$ cat src/rtl/alarm_match_bank_if.sv
// Bus bundle between the time-count registers, the alarm bank and the
// buzzer/LED driver. The snooze request exists only when ALARM_SNOOZE_EN is
// defined.
interface alarm_match_bank_if #(
    parameter int NUM_CH  = 4,
    parameter int FIELD_W = 8
);
    localparam int AW = (NUM_CH > 1) ? $clog2(NUM_CH) : 1;

    logic                      sec_tick;
    logic [FIELD_W-1:0]        count_h;
    logic [FIELD_W-1:0]        count_m;
    logic [FIELD_W-1:0]        count_s;
    logic [NUM_CH*FIELD_W-1:0] prog_h;
    logic [NUM_CH*FIELD_W-1:0] prog_m;
    logic [NUM_CH*FIELD_W-1:0] prog_s;
    logic [NUM_CH-1:0]         ch_en;
    logic                      ack;
`ifdef ALARM_SNOOZE_EN
    logic                      snooze;
`endif
    logic [NUM_CH-1:0]         ring;
    logic                      fin;
    logic [AW-1:0]             active_ch;
    logic                      timeout;

    modport master (
`ifdef ALARM_SNOOZE_EN
        output snooze,
`endif
        output sec_tick, count_h, count_m, count_s,
        output prog_h, prog_m, prog_s, ch_en, ack,
        input  ring, fin, active_ch, timeout
    );

    modport slave (
`ifdef ALARM_SNOOZE_EN
        input  snooze,
`endif
        input  sec_tick, count_h, count_m, count_s,
        input  prog_h, prog_m, prog_s, ch_en, ack,
        output ring, fin, active_ch, timeout
    );
endinterface

$ cat src/rtl/alarm_match_bank.sv
// alarm_match_bank: NUM_CH alarm comparators against the running H/M/S time.
// Each channel rings once on the rising edge of its match, until ack or until
// RING_SECS sec_ticks have elapsed (one-cycle timeout pulse).
// Optional feature macro: ALARM_SNOOZE_EN adds the snooze input and a SNOOZE
// state lasting SNOOZE_SECS sec_ticks before the channel rings again.
module alarm_match_bank #(
    parameter int NUM_CH      = 4,
    parameter int FIELD_W     = 8,
    parameter int RING_SECS   = 60,
    parameter int SNOOZE_SECS = 300
) (
    input  logic              clock,
    input  logic              reset,
    alarm_match_bank_if.slave bus
);
    localparam int AW       = (NUM_CH > 1) ? $clog2(NUM_CH) : 1;
    localparam int MAX_SECS = (RING_SECS > SNOOZE_SECS) ? RING_SECS : SNOOZE_SECS;
    localparam int CW       = $clog2(MAX_SECS + 1);

    typedef enum logic [1:0] {
        ST_IDLE  = 2'd0,
        ST_ARMED = 2'd1,
        ST_RING  = 2'd2
`ifdef ALARM_SNOOZE_EN
        , ST_SNOOZE = 2'd3
`endif
    } state_e;

    state_e            state_q [NUM_CH];
    state_e            state_d [NUM_CH];
    logic [CW-1:0]     cnt_q   [NUM_CH];
    logic [CW-1:0]     cnt_d   [NUM_CH];
    logic [NUM_CH-1:0] match_s;
    logic [NUM_CH-1:0] match_q;
    logic [NUM_CH-1:0] edge_s;
    logic [NUM_CH-1:0] ring_q;
    logic [NUM_CH-1:0] ring_d;
    logic              timeout_q;
    logic              timeout_d;
    logic [AW-1:0]     active_s;
    logic              snooze_s;

`ifdef ALARM_SNOOZE_EN
    assign snooze_s = bus.snooze;
`else
    assign snooze_s = 1'b0;
`endif

    // Per-channel time comparison; an all-zero programmed time never matches.
    always_comb begin
        match_s = '0;
        for (int i = 0; i < NUM_CH; i++) begin
            if ((bus.prog_h[i*FIELD_W +: FIELD_W] == bus.count_h) &&
                (bus.prog_m[i*FIELD_W +: FIELD_W] == bus.count_m) &&
                (bus.prog_s[i*FIELD_W +: FIELD_W] == bus.count_s) &&
                ({bus.prog_h[i*FIELD_W +: FIELD_W],
                  bus.prog_m[i*FIELD_W +: FIELD_W],
                  bus.prog_s[i*FIELD_W +: FIELD_W]} != {(3*FIELD_W){1'b0}})) begin
                match_s[i] = 1'b1;
            end else begin
                match_s[i] = 1'b0;
            end
        end
    end

    assign edge_s = match_s & ~match_q;

    // Channel FSMs and ring/snooze counters: next state and timeout pulse.
    always_comb begin
        state_d   = state_q;
        cnt_d     = cnt_q;
        ring_d    = '0;
        timeout_d = 1'b0;
        for (int i = 0; i < NUM_CH; i++) begin
            if (!bus.ch_en[i]) begin
                state_d[i] = ST_IDLE;
                cnt_d[i]   = '0;
            end else begin
                case (state_q[i])
                    ST_IDLE: begin
                        state_d[i] = ST_ARMED;
                        cnt_d[i]   = '0;
                    end
                    ST_ARMED: begin
                        if (edge_s[i]) begin
                            state_d[i] = ST_RING;
                            cnt_d[i]   = '0;
                        end else begin
                            state_d[i] = ST_ARMED;
                        end
                    end
                    ST_RING: begin
                        if (bus.ack) begin
                            state_d[i] = ST_ARMED;
                            cnt_d[i]   = '0;
`ifdef ALARM_SNOOZE_EN
                        end else if (snooze_s) begin
                            state_d[i] = ST_SNOOZE;
                            cnt_d[i]   = '0;
`endif
                        end else if (bus.sec_tick) begin
                            if (cnt_q[i] == CW'(RING_SECS - 1)) begin
                                state_d[i] = ST_ARMED;
                                cnt_d[i]   = '0;
                                timeout_d  = 1'b1;
                            end else begin
                                cnt_d[i] = cnt_q[i] + {{(CW-1){1'b0}}, 1'b1};
                            end
                        end else begin
                            state_d[i] = ST_RING;
                        end
                    end
`ifdef ALARM_SNOOZE_EN
                    ST_SNOOZE: begin
                        if (bus.ack) begin
                            state_d[i] = ST_ARMED;
                            cnt_d[i]   = '0;
                        end else if (bus.sec_tick) begin
                            if (cnt_q[i] == CW'(SNOOZE_SECS - 1)) begin
                                state_d[i] = ST_RING;
                                cnt_d[i]   = '0;
                            end else begin
                                cnt_d[i] = cnt_q[i] + {{(CW-1){1'b0}}, 1'b1};
                            end
                        end else begin
                            state_d[i] = ST_SNOOZE;
                        end
                    end
`endif
                    default: begin
                        state_d[i] = ST_IDLE;
                        cnt_d[i]   = '0;
                    end
                endcase
            end
            ring_d[i] = (state_d[i] == ST_RING);
        end
    end

    // State, counter, match history and registered outputs.
    always_ff @(posedge clock) begin
        if (reset) begin
            for (int i = 0; i < NUM_CH; i++) begin
                state_q[i] <= ST_IDLE;
                cnt_q[i]   <= '0;
            end
            match_q   <= '0;
            ring_q    <= '0;
            timeout_q <= 1'b0;
        end else begin
            state_q   <= state_d;
            cnt_q     <= cnt_d;
            match_q   <= match_s;
            ring_q    <= ring_d;
            timeout_q <= timeout_d;
        end
    end

    // Lowest-index ringing channel; zero when nothing rings.
    always_comb begin
        active_s = '0;
        for (int i = NUM_CH - 1; i >= 0; i--) begin
            if (ring_q[i]) begin
                active_s = AW'(i);
            end else begin
                active_s = active_s;
            end
        end
    end

    assign bus.ring      = ring_q;
    assign bus.fin       = |ring_q;
    assign bus.active_ch = active_s;
    assign bus.timeout   = timeout_q;
endmodule

$ cat src/flat_wrapper.sv
// flat-port wrapper written by rule: the top's interface ports become plain ports
module alarm_match_bank_flat 
#(
    parameter int NUM_CH      = 4,
    parameter int FIELD_W     = 8,
    parameter int RING_SECS   = 60,
    parameter int SNOOZE_SECS = 300
)
  (clock, reset, bus_sec_tick, bus_count_h, bus_count_m, bus_count_s, bus_prog_h, bus_prog_m, bus_prog_s, bus_ch_en, bus_ack, bus_ring, bus_fin, bus_active_ch, bus_timeout);
  alarm_match_bank_if #(.NUM_CH(NUM_CH), .FIELD_W(FIELD_W)) bus_i ();
  input  logic clock;
  input  logic reset;
  input wire logic [$bits(bus_i.sec_tick)-1:0] bus_sec_tick;
  input wire logic [$bits(bus_i.count_h)-1:0] bus_count_h;
  input wire logic [$bits(bus_i.count_m)-1:0] bus_count_m;
  input wire logic [$bits(bus_i.count_s)-1:0] bus_count_s;
  input wire logic [$bits(bus_i.prog_h)-1:0] bus_prog_h;
  input wire logic [$bits(bus_i.prog_m)-1:0] bus_prog_m;
  input wire logic [$bits(bus_i.prog_s)-1:0] bus_prog_s;
  input wire logic [$bits(bus_i.ch_en)-1:0] bus_ch_en;
  input wire logic [$bits(bus_i.ack)-1:0] bus_ack;
  output wire logic [$bits(bus_i.ring)-1:0] bus_ring;
  output wire logic [$bits(bus_i.fin)-1:0] bus_fin;
  output wire logic [$bits(bus_i.active_ch)-1:0] bus_active_ch;
  output wire logic [$bits(bus_i.timeout)-1:0] bus_timeout;
  assign bus_i.sec_tick = bus_sec_tick;
  assign bus_i.count_h = bus_count_h;
  assign bus_i.count_m = bus_count_m;
  assign bus_i.count_s = bus_count_s;
  assign bus_i.prog_h = bus_prog_h;
  assign bus_i.prog_m = bus_prog_m;
  assign bus_i.prog_s = bus_prog_s;
  assign bus_i.ch_en = bus_ch_en;
  assign bus_i.ack = bus_ack;
  assign bus_ring = bus_i.ring;
  assign bus_fin = bus_i.fin;
  assign bus_active_ch = bus_i.active_ch;
  assign bus_timeout = bus_i.timeout;
  alarm_match_bank #(.NUM_CH(NUM_CH), .FIELD_W(FIELD_W), .RING_SECS(RING_SECS), .SNOOZE_SECS(SNOOZE_SECS)) u_core (.clock(clock), .reset(reset), .bus(bus_i));
endmodule
$ cat config.mk
export PLATFORM = sky130hd
export DESIGN_NAME = alarm_match_bank_flat
export DESIGN_NICKNAME = d
export VERILOG_FILES = /design/src/rtl/alarm_match_bank_if.sv /design/src/rtl/alarm_match_bank.sv /design/src/flat_wrapper.sv
export SDC_FILE = /design/constraint.sdc
export NUM_CORES = 1
export LEC_CHECK = 0
export ABC_AREA = 1
export BUFFER_PORTS_ARGS = -buffer_cell sky130_fd_sc_hd__buf_2
export CAP_MARGIN = 30
export CELL_PAD_IN_SITES_DETAIL_PLACEMENT = 2
export CELL_PAD_IN_SITES_GLOBAL_PLACEMENT = 2
export CORE_UTILIZATION = 29
export DETAILED_ROUTE_END_ITERATION = 12
export PLACE_DENSITY = 0.89
export SETUP_SLACK_MARGIN = 0.3
export SLEW_MARGIN = 20
export SYNTH_ARGS = -nofsm -noshare
export SYNTH_HDL_FRONTEND = slang
export SYNTH_SLANG_ARGS = --single-unit
$ cat constraint.sdc
create_clock -name clock -period 4.2 [get_ports clock]
set_input_delay 0.63 -clock clock [delete_from_list [all_inputs] [get_ports clock]]
set_output_delay 0.63 -clock clock [all_outputs]
set_load 0.01 [all_outputs]
==> metrics.md <==
| Metric | Value |
|---|---|
| Cell Rows | `47` |
| Post-synthesis adder-cell area fraction | `0.01015` |
| First-pass DRT Iterations | `4` |
| Placed inst area | `5637 sq um` |
| Syn_area_per_cell | `between 6 and 7 sq um` |
| Clock latency on the worst-skew pair | `0.30 ns` |
| DR DRC count | `0` |
| Max-slew headroom | `0.6535` |
| GRT Overall Usage | `0.2490` |
| RR Endpoint | `u_core.cnt_q[22]` |
| I/O Pins | `roughly 140` |
| H-tree Lvls | `2` |
| Critical path fanouts, max | `13` |
| Antenna-violating nets left | `0` |
| R2R depth | `10` |
| Avg WL per Cell | `around 19 um` |
| R2r startpoint | `u_core.cnt_q[18]` |
| Status | `complete, no violations` |
| Clk sinks | `53` |
| Core area | `16580 sq um` |
| CTS Buf Count | `5` |
| Layout overhead on the synthesized area | `18.02%` |
| Design area | `5819 sq um` |
| Worst-margin pin slew | `just over 0.5 ns` |
| GPL Wtd Cong | `roughly 0.85` |
| Syn Std Cell Area | `4931 sq um` |
| Fin. Hold Viols | `0` |
| Starting density of the core | `0.2973` |
| Hold depth | `2` |
| Number of synthesized register bits | `53` |
| Min Tclk post-route | `between 2 and 2.5 ns` |
| Setup Fix Bufs, Post-CTS | `0` |
| Pwr/cell area | `235.1 nW/um^2` |
| First-pass GRT wire length | `about 34 mm` |
| Pre-CTS setup slack | `1.663 ns` |
| CTS hold repair buffers | `0` |
| Ordered list of cells on the worst path | `buf_2 -> xnor2_1 -> nand2_1 -> nor2_1 -> nand2_1 -> nor2_1 -> nand3_1 -> nand2_2 -> nand2_1 -> nand2_1 -> a21oi_1` |
| Post-synthesis cell type count | `33` |
| Total gr overflow | `0` |
| Mapped Nets | `around 940` |
| Port bufs | `about 140` |
| Die X-Extent | `132.4 um` |
| Buffers and inverters on the worst path | `1` |
| Setup_tns | `0 ns` |
| RSZ-0062 raised after global routing | `false` |
| Worst setup EP type | `flop` |
| Cell family with most CP delay | `simple AND/OR/NAND/NOR gates` |
| Max incr delay on CP | `around 0.32 ns` |
| Non-Filler Instances | `approximately 1100` |
| Root Buffer | `clkbuf_16` |
| Commonest non-fill, non-tap cell in the layout | `nand2_1` |
| Final core occ | `0.3509` |
| Worst Setup Path Type | `input port to flop` |
| # nets final | `between 1000 and 1500` |
| CP arrival | `between 2 and 2.5 ns` |
| Mux cell area share after synthesis | `0` |
| Setup Viol. Count Final | `0` |
| Slew Limit Fails | `0` |
| Hold crit path type | `flop to flop` |
| Reg clk slew, reported paths | `around 0.070 ns` |
| Complex-gate fraction of the synthesized area | `0.07181` |
| Post-Synthesis Cells | `805` |
| Die area | `approximately 18000 sq um` |
| Power after layout | `1.368 mW` |
| CTS-repair resized insts | `0` |
| Total number of vias | `5846` |
| Peak supply drop | `roughly 0.00015 V` |
| Share of layout cells above drive strength 1 | `0.1758` |
| Final Cycle Share | `0.5384` |
| Fin Clk Skew | `between 0.006 and 0.007 ns` |
| Slowest CP cell | `xnor2_1` |
| Peak Freq | `~440 MHz` |
| Vias in the first global route | `approximately 6700` |
| Via density | `roughly 5` |
| 1st-iter DRT viols | `approximately 270` |
| Hold Path End | `u_core.cnt_q[21]` |
| Main combinational cell family by area after synthesis | `simple AND/OR/NAND/NOR gates` |
| CTS Buffer Depth | `2` |
| Initial antenna violation count | `4` |
| Max cap viols | `0` |
| Yosys Warn Count | `0` |
| Die H | `about 130 um` |
| Post-synthesis simple-gate area fraction | `0.4385` |
| Fraction of synthesized cell area in xor and xnor cells | `0.1682` |
| Data required time of the worst path | `4.37 ns` |
| HPWL after DPL | `around 18 mm` |
| R2r setup slk | `2.13 ns` |
| WHS | `0.4819 ns` |
| Leak pwr | `about 2.3 nW` |
| Cell mode on critical path | `nand2_1` |
| Final worst setup slack | `1.939 ns` |
| Placed cell count | `1128` |
| Most frequent cells in the layout | `nand2_1 (207), nor2_1 (141), buf_2 (135)` |
| CP Launch Type | `input port` |
| CTS tree | `built` |
| Seq/Total Area, Yosys | `0.2152` |
| Largest net degree at the start of global routing | `16` |
| Routed wire length | `21.37 mm` |
| HP Start | `u_core.cnt_q[21]` |
==> cells by family (layout without fill, tap and decap cells) <==
group / after synthesis / in the layout
simple gates: 494 / 494
other cells: 0 / 4
fa+ha+maj: 4 / 4
buf+inv: 93 / 204
flops: 53 / 53
compound gates: 68 / 68
xor+xnor: 93 / 93
==> registers in the layout, indices dropped and copies added, names as in the netlist <==
name and count:
u_core.cnt_q 36, u_core.match_q 4, u_core.bus.timeout 1, u_core.bus.ring 4
u_core.state_q 8
==> Yosys cell counts <==
cell,count,area (sq um)
buf_4,3,22.52
nand2_1,207,777.0
xnor2_2,2,32.53
inv_1,61,229.0
xnor2_1,88,770.7
xor2_1,3,26.28
clkbuf_4,1,7.510
nand3_1,59,295.3
o21ai_0,6,30.03
buf_12,1,20.02
a21o_1,2,15.01
a21oi_1,55,275.3
buf_2,13,65.06
a31oi_1,3,18.77
nand3b_1,3,22.52
clkbuf_1,2,7.510
dfxtp_1,53,1061
or2_2,3,18.77
nor3_2,1,10.01
buf_6,10,112.6
o2111ai_1,1,8.760
nor3b_1,6,45.04
o22ai_1,1,6.260
ha_1,4,50.05
nand2_4,3,33.78
nand3_2,3,30.03
nor2_2,6,37.54
nand4_1,36,225.2
nand2_2,1,6.260
clkbuf_2,2,10.01
nor2_1,141,529.3
nor3_1,20,100.1
nor4_1,5,31.28
==> worst register-to-register path, delay by kind of cell (launching register included) <==
kind / cells / cell delay [ns]
AND/OR/NAND/NOR: 7 / 1.15
flip-flops: 1 / 0.40
adder cells (fa/ha/maj): 1 / 0.22
buffers and inverters: 2 / 0.19
==> final cells by class <==
class	instances	area, sq um
Clock buffer	7	142.6
Timing Repair Buffer	135	675.6
Clock inverter	1	30.03
Antenna cell	4	10.01
Sequential cell	53	1061
Tap cell	220	275.3
Inverter	61	229.0
Fill cell	2119	10760
Multi-Input combinational cell	659	3396
==> per-layer routing <==
layer / routed length, um / part of all wire / global-route usage / vias to the layer above
met5: 0 / 0 / 0 / -
met4: 815 / 0.038 / 0.1041 / 0
met3: 832 / 0.039 / 0.03460 / 62
met2: 10810 / 0.51 / 0.4573 / 135
met1: 8909 / 0.42 / 0.2868 / 2838
li1: - / - / - / 2811
==> power breakdown <==
| group | switching [mW] | internal (mW) |
|---|---|---|
| Combinational | 0.221 | 0.135 |
| Sequential | 0.00491 | 0.507 |
| Clock | 0.201 | 0.299 |
==> how the worst max path moves through the flow <==
stage / to / depth (start not counted) / start
detailed placement: u_core.cnt_q[12] / 11 / bus_count_s[2]
global placement: u_core.cnt_q[10] / 11 / bus_count_s[2]
CTS: u_core.cnt_q[13] / 11 / bus_count_s[2]
floorplan: u_core.cnt_q[21] / 11 / bus_count_h[6]
global route: u_core.cnt_q[13] / 11 / bus_count_s[2]
finish: u_core.cnt_q[14] / 11 / bus_count_s[2]
Note: power is estimated with default switching activity, not from simulation.
